--- config.mk ---
export PLATFORM = sky130hd
export DESIGN_NAME = r5_sdf_ctrl
export DESIGN_NICKNAME = d
export VERILOG_FILES = /design/src/rtl/r5_fft_pkg.sv /design/src/rtl/r5_sdf_ctrl_mod_cnt.sv /design/src/rtl/r5_sdf_ctrl.sv
export SDC_FILE = /design/constraint.sdc
export NUM_CORES = 1
export LEC_CHECK = 0
export CAP_MARGIN = 30
export CORE_ASPECT_RATIO = 0.6
export CORE_MARGIN = 2
export CORE_UTILIZATION = 34
export CTS_CLUSTER_DIAMETER = 100
export CTS_CLUSTER_SIZE = 10
export DETAILED_ROUTE_END_ITERATION = 8
export DONT_BUFFER_PORTS = 1
export GPL_TIMING_DRIVEN = 0
export HOLD_SLACK_MARGIN = 0.08
export MAX_ROUTING_LAYER = met4
export SETUP_SLACK_MARGIN = 0.4
export SYNTH_ARGS = -nofsm -noshare
export SYNTH_HDL_FRONTEND = slang
export SYNTH_SLANG_ARGS = --single-unit
export TNS_END_PERCENT = 5
--- constraint.sdc ---
create_clock -name clk -period 8.62 [get_ports clk]
set_input_delay 2.155 -clock clk [delete_from_list [all_inputs] [get_ports clk]]
set_output_delay 2.155 -clock clk [all_outputs]
set_load 0.01 [all_outputs]
--- src/rtl/r5_fft_pkg.sv ---
// Shared constants, phase encoding and a width helper for the radix-5 SDF FFT stages.
package r5_fft_pkg;

  localparam int RADIX       = 5;
  localparam int FILL_PHASES = 4;

  typedef enum logic [2:0] {
    PH_0 = 3'd0,
    PH_1 = 3'd1,
    PH_2 = 3'd2,
    PH_3 = 3'd3,
    PH_4 = 3'd4
  } phase_e;

  // Bits needed to hold 0..value-1; never less than one bit.
  function automatic int clog2(input int value);
    int r;
    r = 0;
    for (int v = value - 1; v > 0; v = v >> 1) r = r + 1;
    return (r < 1) ? 1 : r;
  endfunction

endpackage

--- src/rtl/r5_sdf_ctrl_mod_cnt.sv ---
// Modulo-MOD counter with enable, synchronous clear and a combinational wrap pulse for chaining.
module mod_cnt
  import r5_fft_pkg::*;
#(
  parameter int MOD = 5,
  parameter int W   = clog2(MOD)
) (
  input  logic         clk,
  input  logic         rst,
  input  logic         i_en,
  input  logic         i_clr,
  output logic [W-1:0] o_cnt,
  output logic         o_wrap
);

  logic [W-1:0] r_cnt;

  assign o_cnt  = r_cnt;
  assign o_wrap = i_en & (r_cnt == W'(MOD - 1));

  always_ff @(posedge clk or posedge rst) begin
    if (rst) begin
      r_cnt <= '0;
    end else if (i_clr) begin
      r_cnt <= '0;
    end else if (i_en) begin
      r_cnt <= o_wrap ? '0 : r_cnt + 1'b1;
    end
  end

endmodule

--- src/rtl/r5_sdf_ctrl.sv ---
// Sequencer for one radix-5 single-delay-feedback FFT stage: fill phases 0..3, butterfly
// in phase 4, drain legs 1..4 during the next frame's fill. Outputs describe the sample just accepted.
module r5_sdf_ctrl
  import r5_fft_pkg::*;
#(
  parameter int DEPTH = 9,
  parameter int N_FFT = 45,
  parameter int TW_AW = 6
) (
  input  logic             clk,
  input  logic             rst,
  input  logic             i_sync_clr,
  input  logic             i_in_valid,
  output logic             o_shift_en,
  output logic [1:0]       o_wr_sel,
  output logic             o_bf_en,
  output logic [2:0]       o_out_sel,
  output logic [TW_AW-1:0] o_tw_addr,
  output logic             o_out_valid,
  output logic             o_frame_last,
  output logic [2:0]       o_phase
);

  localparam int IDX_W = clog2(DEPTH);

  logic             w_accept;
  logic [IDX_W-1:0] w_idx;
  logic             w_idx_wrap;
  logic [2:0]       w_phase_cnt;
  logic             w_phase_wrap;
  phase_e           w_phase;
  logic             w_is_ph4;
  logic [1:0]       w_wr_sel_next;
  logic [2:0]       w_out_sel_next;
  logic [TW_AW-1:0] w_tw_next;
  logic             w_last_next;

  logic             r_shift_en;
  logic [1:0]       r_wr_sel;
  logic             r_bf_en;
  logic [2:0]       r_out_sel;
  logic [TW_AW-1:0] r_tw_addr;
  logic             r_out_valid;
  logic             r_frame_last;
  logic [2:0]       r_phase;
  logic             r_primed;

  // sync_clr discards the sample presented alongside it.
  assign w_accept = i_in_valid & ~i_sync_clr;

  mod_cnt #(.MOD(DEPTH), .W(IDX_W)) u_idx_cnt (
    .clk    (clk),
    .rst    (rst),
    .i_en   (w_accept),
    .i_clr  (i_sync_clr),
    .o_cnt  (w_idx),
    .o_wrap (w_idx_wrap)
  );

  mod_cnt #(.MOD(RADIX), .W(3)) u_phase_cnt (
    .clk    (clk),
    .rst    (rst),
    .i_en   (w_idx_wrap),
    .i_clr  (i_sync_clr),
    .o_cnt  (w_phase_cnt),
    .o_wrap (w_phase_wrap)
  );

  assign w_phase        = phase_e'(w_phase_cnt);
  assign w_is_ph4       = (w_phase == PH_4);
  assign w_wr_sel_next  = w_is_ph4 ? 2'd0 : w_phase_cnt[1:0];
  assign w_out_sel_next = w_is_ph4 ? 3'd0 : w_phase_cnt + 3'd1;
  // N_FFT >= 4*(DEPTH-1)+1 keeps the product below N_FFT, so no modulo stage.
  assign w_tw_next      = TW_AW'(w_out_sel_next) * TW_AW'(w_idx);
  assign w_last_next    = w_is_ph4 & (w_idx == IDX_W'(DEPTH - 1));

  always_ff @(posedge clk or posedge rst) begin
    if (rst) begin
      r_shift_en   <= 1'b0;
      r_wr_sel     <= '0;
      r_bf_en      <= 1'b0;
      r_out_sel    <= '0;
      r_tw_addr    <= '0;
      r_out_valid  <= 1'b0;
      r_frame_last <= 1'b0;
      r_phase      <= '0;
      r_primed     <= 1'b0;
    end else if (i_sync_clr) begin
      r_shift_en   <= 1'b0;
      r_wr_sel     <= '0;
      r_bf_en      <= 1'b0;
      r_out_sel    <= '0;
      r_tw_addr    <= '0;
      r_out_valid  <= 1'b0;
      r_frame_last <= 1'b0;
      r_phase      <= '0;
      r_primed     <= 1'b0;
    end else if (w_accept) begin
      r_shift_en   <= 1'b1;
      r_wr_sel     <= w_wr_sel_next;
      r_bf_en      <= w_is_ph4;
      r_out_sel    <= w_out_sel_next;
      r_tw_addr    <= w_tw_next;
      r_out_valid  <= w_is_ph4 | r_primed;
      r_frame_last <= w_last_next;
      r_phase      <= w_phase_cnt;
      r_primed     <= r_primed | w_is_ph4;
    end else begin
      // Stall: selects hold, strobes drop.
      r_shift_en   <= 1'b0;
      r_bf_en      <= 1'b0;
      r_out_valid  <= 1'b0;
      r_frame_last <= 1'b0;
    end
  end

  assign o_shift_en   = r_shift_en;
  assign o_wr_sel     = r_wr_sel;
  assign o_bf_en      = r_bf_en;
  assign o_out_sel    = r_out_sel;
  assign o_tw_addr    = r_tw_addr;
  assign o_out_valid  = r_out_valid;
  assign o_frame_last = r_frame_last;
  assign o_phase      = r_phase;

  logic w_unused;
  assign w_unused = w_phase_wrap;

endmodule

# Word-level counts from Yosys, hierarchy flattened

Cells that the tools add are included.

Bits in registers: 26
Latch bits: 0
Memory bits (writable): 0
ROM bits: 0
Input port bits: 4
Output and inout port bits: 18
Logic and storage cells: 50
Memories kept: 0

$add $sub $neg: 2
$mul: 1
Div/mod/pow operators: 0
Magnitude comparators: 0
Eq/ne operators: 2
Shifts and indexed selects: 0
Mux-type cells: 26
Bitwise operators: 6
Reductions and logical operators: 2

Operator list:

| cell                | count |
|---|---|
| $mux 3              | 8 |
| $mux 4              | 3 |
| $mux 6              | 2 |
| $mux 1              | 10 |
| $mul 3x4->6         | 1 |
| $mux 2              | 3 |
| $add 4x1->4 const B | 1 |
| $and 1x1->1         | 4 |
| $eq 4x4->1 const B  | 1 |
| $reduce_bool 2->1   | 2 |
| $add 3x1->3 const B | 1 |
| $eq 3x3->1 const B  | 1 |
| $not 1->1           | 1 |
| $or 1x1->1          | 1 |

# Logic depth before layout (Yosys ltp)

Depth after elaboration: 7
Depth in mapped cells: 12
Gate-level depth less buffers: 12

# Hierarchy

From an unflattened synthesis, not the netlist that was laid out.

Cell total of the unflattened synthesis: 144
Area total of the unflattened synthesis: 1,457.6 µm²

By module, submodules not included:

| module                | times used | cells each | area an instance (µm²) | seq. area each (µm²) |
|---|---|---|---|---|
| r5_sdf_ctrl           | 1          | 100        | 1,039.7                | 475.5 |
| mod_cnt (u_idx_cnt)   | 1          | 26         | 240.2                  | 100.1 |
| mod_cnt (u_phase_cnt) | 1          | 18         | 177.7                  | 75.1 |

# Worst setup path after synthesis

OpenSTA, ideal clock, no wires.

Path kind: in2reg
Start: in i_in_valid
End: reg u_phase_cnt.r_cnt[2] (netlist: u_phase_cnt.o_cnt[2])
Library setup time: 0.078 ns
Arrival time: 2.927 ns
Required time: 8.542 ns
Setup slack: 5.615 ns
Stages: 3
Path buffers: 0
Cell sequence: nand4b_1 or3b_2 a21oi_1

Cells in the longest elaborated chain, start to end: 6
Elaborated cells between the ends (all ways): 7
Those cells by class: mux (3); bitwise (3); reduce/logical (1)

RTL lines:

| element                | RTL line                  | text |
|---|---|---|
| start: declaration     | r5_sdf_ctrl.sv:13         | `input logic i_in_valid,` |
| $and 1x1->1 (*)        | r5_sdf_ctrl.sv:49         | `assign w_accept = i_in_valid & ~i_sync_clr;` |
| $and 1x1->1 (*)        | r5_sdf_ctrl_mod_cnt.sv:19 | `assign o_wrap = i_en & (r_cnt == W'(MOD - 1));` |
| $and 1x1->1            | r5_sdf_ctrl_mod_cnt.sv:19 |  |
| $mux 3                 | r5_sdf_ctrl_mod_cnt.sv:27 | `r_cnt <= o_wrap ? '0 : r_cnt + 1'b1;` |
| $mux 3                 | r5_sdf_ctrl_mod_cnt.sv:26 | `end else if (i_en) begin` |
| $mux 3                 | r5_sdf_ctrl_mod_cnt.sv:24 | `end else if (i_clr) begin` |
| end signal: assignment | r5_sdf_ctrl_mod_cnt.sv:27 |  |
| end: declaration       | r5_sdf_ctrl_mod_cnt.sv:16 | `logic [W-1:0] r_cnt;` |

Every way passes the cells marked *; elsewhere a longest branch is shown, timed or not. The select of a mux whose other input is x is not followed.
A chain may end at the register's enable or synchronous reset.

# Final worst setup path

Start: reg u_phase_cnt.r_cnt[0] (netlist: u_phase_cnt.o_cnt[0])
End: reg r_tw_addr[5] (netlist: o_tw_addr[5])

Cells in the longest elaborated chain, start to end: 5
Elaborated cells between the ends (all ways): 6
Those cells by class: add/sub (1); mul (1); eq/ne (1); mux (3)

RTL lines:

| element                                   | RTL line                             | text |
|---|---|---|
| $add 3x1->3 or $eq 3x3->1 (tied branches) | r5_sdf_ctrl.sv:72, r5_sdf_ctrl.sv:70 |  |
| $mux 3 (*)                                | r5_sdf_ctrl.sv:72                    | `assign w_out_sel_next = w_is_ph4 ? 3'd0 : w_phase_cnt + 3'd1;` |
| $mul 3x4->6 (*)                           | r5_sdf_ctrl.sv:74                    | `assign w_tw_next = TW_AW'(w_out_sel_next) * TW_AW'(w_idx);` |
| $mux 6 (*)                                | r5_sdf_ctrl.sv:98                    | `end else if (w_accept) begin` |
| $mux 6 (*)                                | r5_sdf_ctrl.sv:88                    | `end else if (i_sync_clr) begin` |
| end signal: assignment                    | r5_sdf_ctrl.sv:103                   | `r_tw_addr <= w_tw_next;` |
| end: declaration                          | r5_sdf_ctrl.sv:42                    | `logic [TW_AW-1:0] r_tw_addr;` |

Marks and branches as above.

==> impl_metrics.py <==
metrics = {
    "status": {
        "outcome": "completed",
    },
    "setup_path": {
        "worst-path-max-fanout": 7,
        "cp-end-kind": "register",
        "critPathKind": "register to register",
        "r2r_start": "u_phase_cnt.o_cnt[0]",
        "cp-start-kind": "register",
        "cp.arrival_ns": 3.31,
        "required_ns": 8.81,
        "startpoint": "u_phase_cnt.o_cnt[0]",
    },
    "power": {
        "p_switching_uw": 48.8,
        "p_total_uw": 210,
        "swShare": 0.232,
        "internal_power_uw": 162,
        "p_clk_frac": 0.319,
        "p_comb_frac": 0.078,
        "seq_power_share": 0.603,
        "powerDensity_mw_per_mm2": 133,
        "leakagePower_nw": 0.799,
        "ir_worst_vdd_uv": 65.0,
    },
    "floorplan": {
        "rows": 18,
        "die-area_sq_mm": 0.00480,
        "initial_core_util": 0.352,
        "dieHeight_um": 54.5,
        "pin_count": 22,
        "core_area_sq_mm": 0.00410,
        "die_w_um": 88.1,
    },
    "clock_tree": {
        "h-tree-depth": 1,
        "postCtsSetupBuffers": 0,
        "cts_buffers": 3,
        "clkTransAtPathRegs_ns": 0.08,
        "root_buffer": "clkbuf_8",
        "insertion_delay_ns": 0.27,
        "ctsHoldBuffers": 0,
        "cts_buffer_depth": 2,
        "cts.sink_count": 26,
        "cts_tree": "done",
        "cts_resized": 0,
    },
    "route": {
        "drt_iter0_markers": 26,
        "postRouteAntennaNets": 0,
        "drt_first_pass_iters": 4,
        "post_drt_wl_per_cell_um": 15.2,
        "vias": 987,
        "via_per_inst": 4.86,
        "drc": 0,
        "totalWireLength_mm": 3.09,
    },
    "layout": {
        "multi_input_area_sq_um": 701,
        "antenna_cells": 0,
        "nNetsFinal": 161,
        "drive_above_1_share": 0.0979,
        "design_area_sq_mm": 0.00159,
        "post-route-util": 0.387,
        "synthToLayoutAreaGrowth_pct": 9.97,
        "fillers": 421,
        "seq_area_sq_um": 651,
    },
    "sta": {
        "fmax_ghz": 0.320,
        "hold_viol_final": 0,
        "fin_tns_setup_ns": 0,
        "rsz0062_at_grt": "false",
        "slew_violations": 0,
        "tightest_slew_ns": 0.499,
        "clock_skew_ns": 0.00375,
        "timing.final.crit_share": 0.363,
        "slew_headroom": 0.667,
        "min_period_ns": 3.13,
        "setup_violations": 0,
    },
    "place": {
        "gp_congestion": 0.806,
        "place_area_sq_mm": 0.00155,
        "dpl.hpwl_mm": 2.42,
        "portBuffers": 0,
    },
    "logic_synthesis": {
        "seq_area_frac_synth": 0.451,
        "synth.area.top_cells": "dfrtp_1, ha_1, mux2i_1, nor2_1, fa_1",
        "synthArstFlopShare": 1.00,
        "yosysWarnings": 0,
        "synth_seq_cells": 26,
        "synthesis.nets": 155,
        "syn_area_per_cell_sq_um": 10.4,
        "synth_edf_count": 0,
        "yosysTopAreaCell": "dfrtp_1",
        "synth_top_area_frac": 0.451,
        "ys_types": 33,
        "synth_ff_type": "dfrtp_1",
        "synthCells": 139,
        "synth_area_sq_mm": 0.00144,
    },
    "hold_path": {
        "hold_class": "register to register",
        "min_from": "r_primed",
    },
    "grt": {
        "first_global_vias": 1016,
        "antenna_found_initial": 0,
        "track_usage": 0.152,
        "grt_overflow_total": 0,
        "grt_pass1_wl_mm": 5.15,
        "grt_max_degree": 17,
    },
    "flow_run": {
        "drv_cap": 0,
    },
}
cell type report:
class                   instances  share of cell area
plain buffers                   7              0.0339
clock buffers                   3              0.0260
inverters                      10              0.0237
multi-input cells              96               0.442
flip-flops and latches         26               0.410
well taps                      60              0.0473
repair buffers                  1              0.0174
synth_stat cells, types with 3 or more instances:
| cell | number |
|---|---|
| dfrtp_1 | 26 |
| nand3_1 | 3 |
| fa_1 | 3 |
| nor2_1 | 19 |
| a21oi_1 | 10 |
| nand2b_1 | 5 |
| and2_1 | 3 |
| nand2_1 | 11 |
| mux2i_1 | 11 |
| o21ai_0 | 3 |
| ha_1 | 9 |
| inv_1 | 10 |
worst max-delay path: stages, from the launching register on:
cell and delay (ns):
dfrtp_1 0.45, inv_1 0.07, ha_1 0.25, nand2_1 0.22
and2_1 0.25, nand2_1 0.10, fa_1 0.52, inv_1 0.07
ha_1 0.29, a21o_1 0.17, a21oi_1 0.18, xnor3_1 0.25
a211oi_2 0.22
path summary, 6_finish.rpt:
kind | slack (ns) | cells past startpoint | endpoint
setup / recovery | 5.49 | 12 | o_tw_addr[5]
hold / removal | 0.50 | 2 | r_primed
setup reg to reg | 5.49 | 12 | o_tw_addr[5]
hold reg to reg | 0.50 | 2 | r_primed
max in group asynchronous | 6.40 | 2 | r_primed
min in group asynchronous | 1.79 | 1 | o_out_sel[0]
per-stage QoR:
stage / hold WS, ns / worst slack (ns) / cells
final: 0.504 / 5.49 / 203
after global routing: 0.547 / 5.27 / 203
after CTS: 0.506 / 5.48 / 203
after detailed placement: 0.487 / 5.42 / 200
after global placement: 0.484 / 5.45 / 199
after floorplan: 0.463 / 5.62 / 139
logic make-up after synthesis:
family                     synth area share
AOI/OAI and AO/OA                    0.0876
xor gates and xnor gates             0.0217
adders and majority gates             0.120
buffers and inverters                0.0633
DFF                                   0.451
muxes                                0.0919
and+or+nand+nor                       0.165
per-layer routing:
layer	GRT usage	share of wire	up-vias
met5	-	0	-
met4	0.0152	0	0
met3	0.0483	0.058	0
met2	0.229	0.42	23
met1	0.209	0.52	493
li1	-	-	471
power groups by stage:
stage | clock (mW) | combinational, mW | sequential [mW]
after floorplan | 0 | 0.0117 | 0.129
after global placement | 0 | 0.0148 | 0.129
after detailed placement | 0 | 0.0166 | 0.129
after CTS | 0.0684 | 0.0167 | 0.127
after global routing | 0.0747 | 0.0184 | 0.127
final | 0.0672 | 0.0164 | 0.127
state kept, by name, summed over array words and instances, names as in the netlist:
signal             flops
o_phase                3
o_bf_en                1
u_idx_cnt.o_cnt        4
o_wr_sel               2
u_phase_cnt.o_cnt      3
o_out_valid            1
o_frame_last           1
o_shift_en             1
o_tw_addr              6
o_out_sel              3
r_primed               1
cells in the final DEF (no fill, tap or decap), drive strengths merged:
cell | synthesis | routed
a31oi | 2 | 2
a21boi | 1 | 1
fa | 3 | 3
nor4b | 1 | 1
o21ai | 3 | 3
xnor3 | 1 | 1
nor3 | 1 | 1
nand3 | 3 | 3
or3b | 1 | 1
mux2i | 11 | 11
mux2 | 2 | 2
nand3b | 1 | 1
ha | 9 | 9
nand4b | 1 | 1
buf | 5 | 6
and2 | 3 | 3
a21oi | 10 | 10
and3b | 1 | 1
dfrtp | 26 | 26
nand2 | 11 | 11
inv | 10 | 10
and3 | 2 | 2
a211oi | 3 | 3
clkbuf | 2 | 5
nand2b | 5 | 5
xnor2 | 1 | 1
nor2 | 19 | 19
a21o | 1 | 1
(Power assumes the default switching activity.)
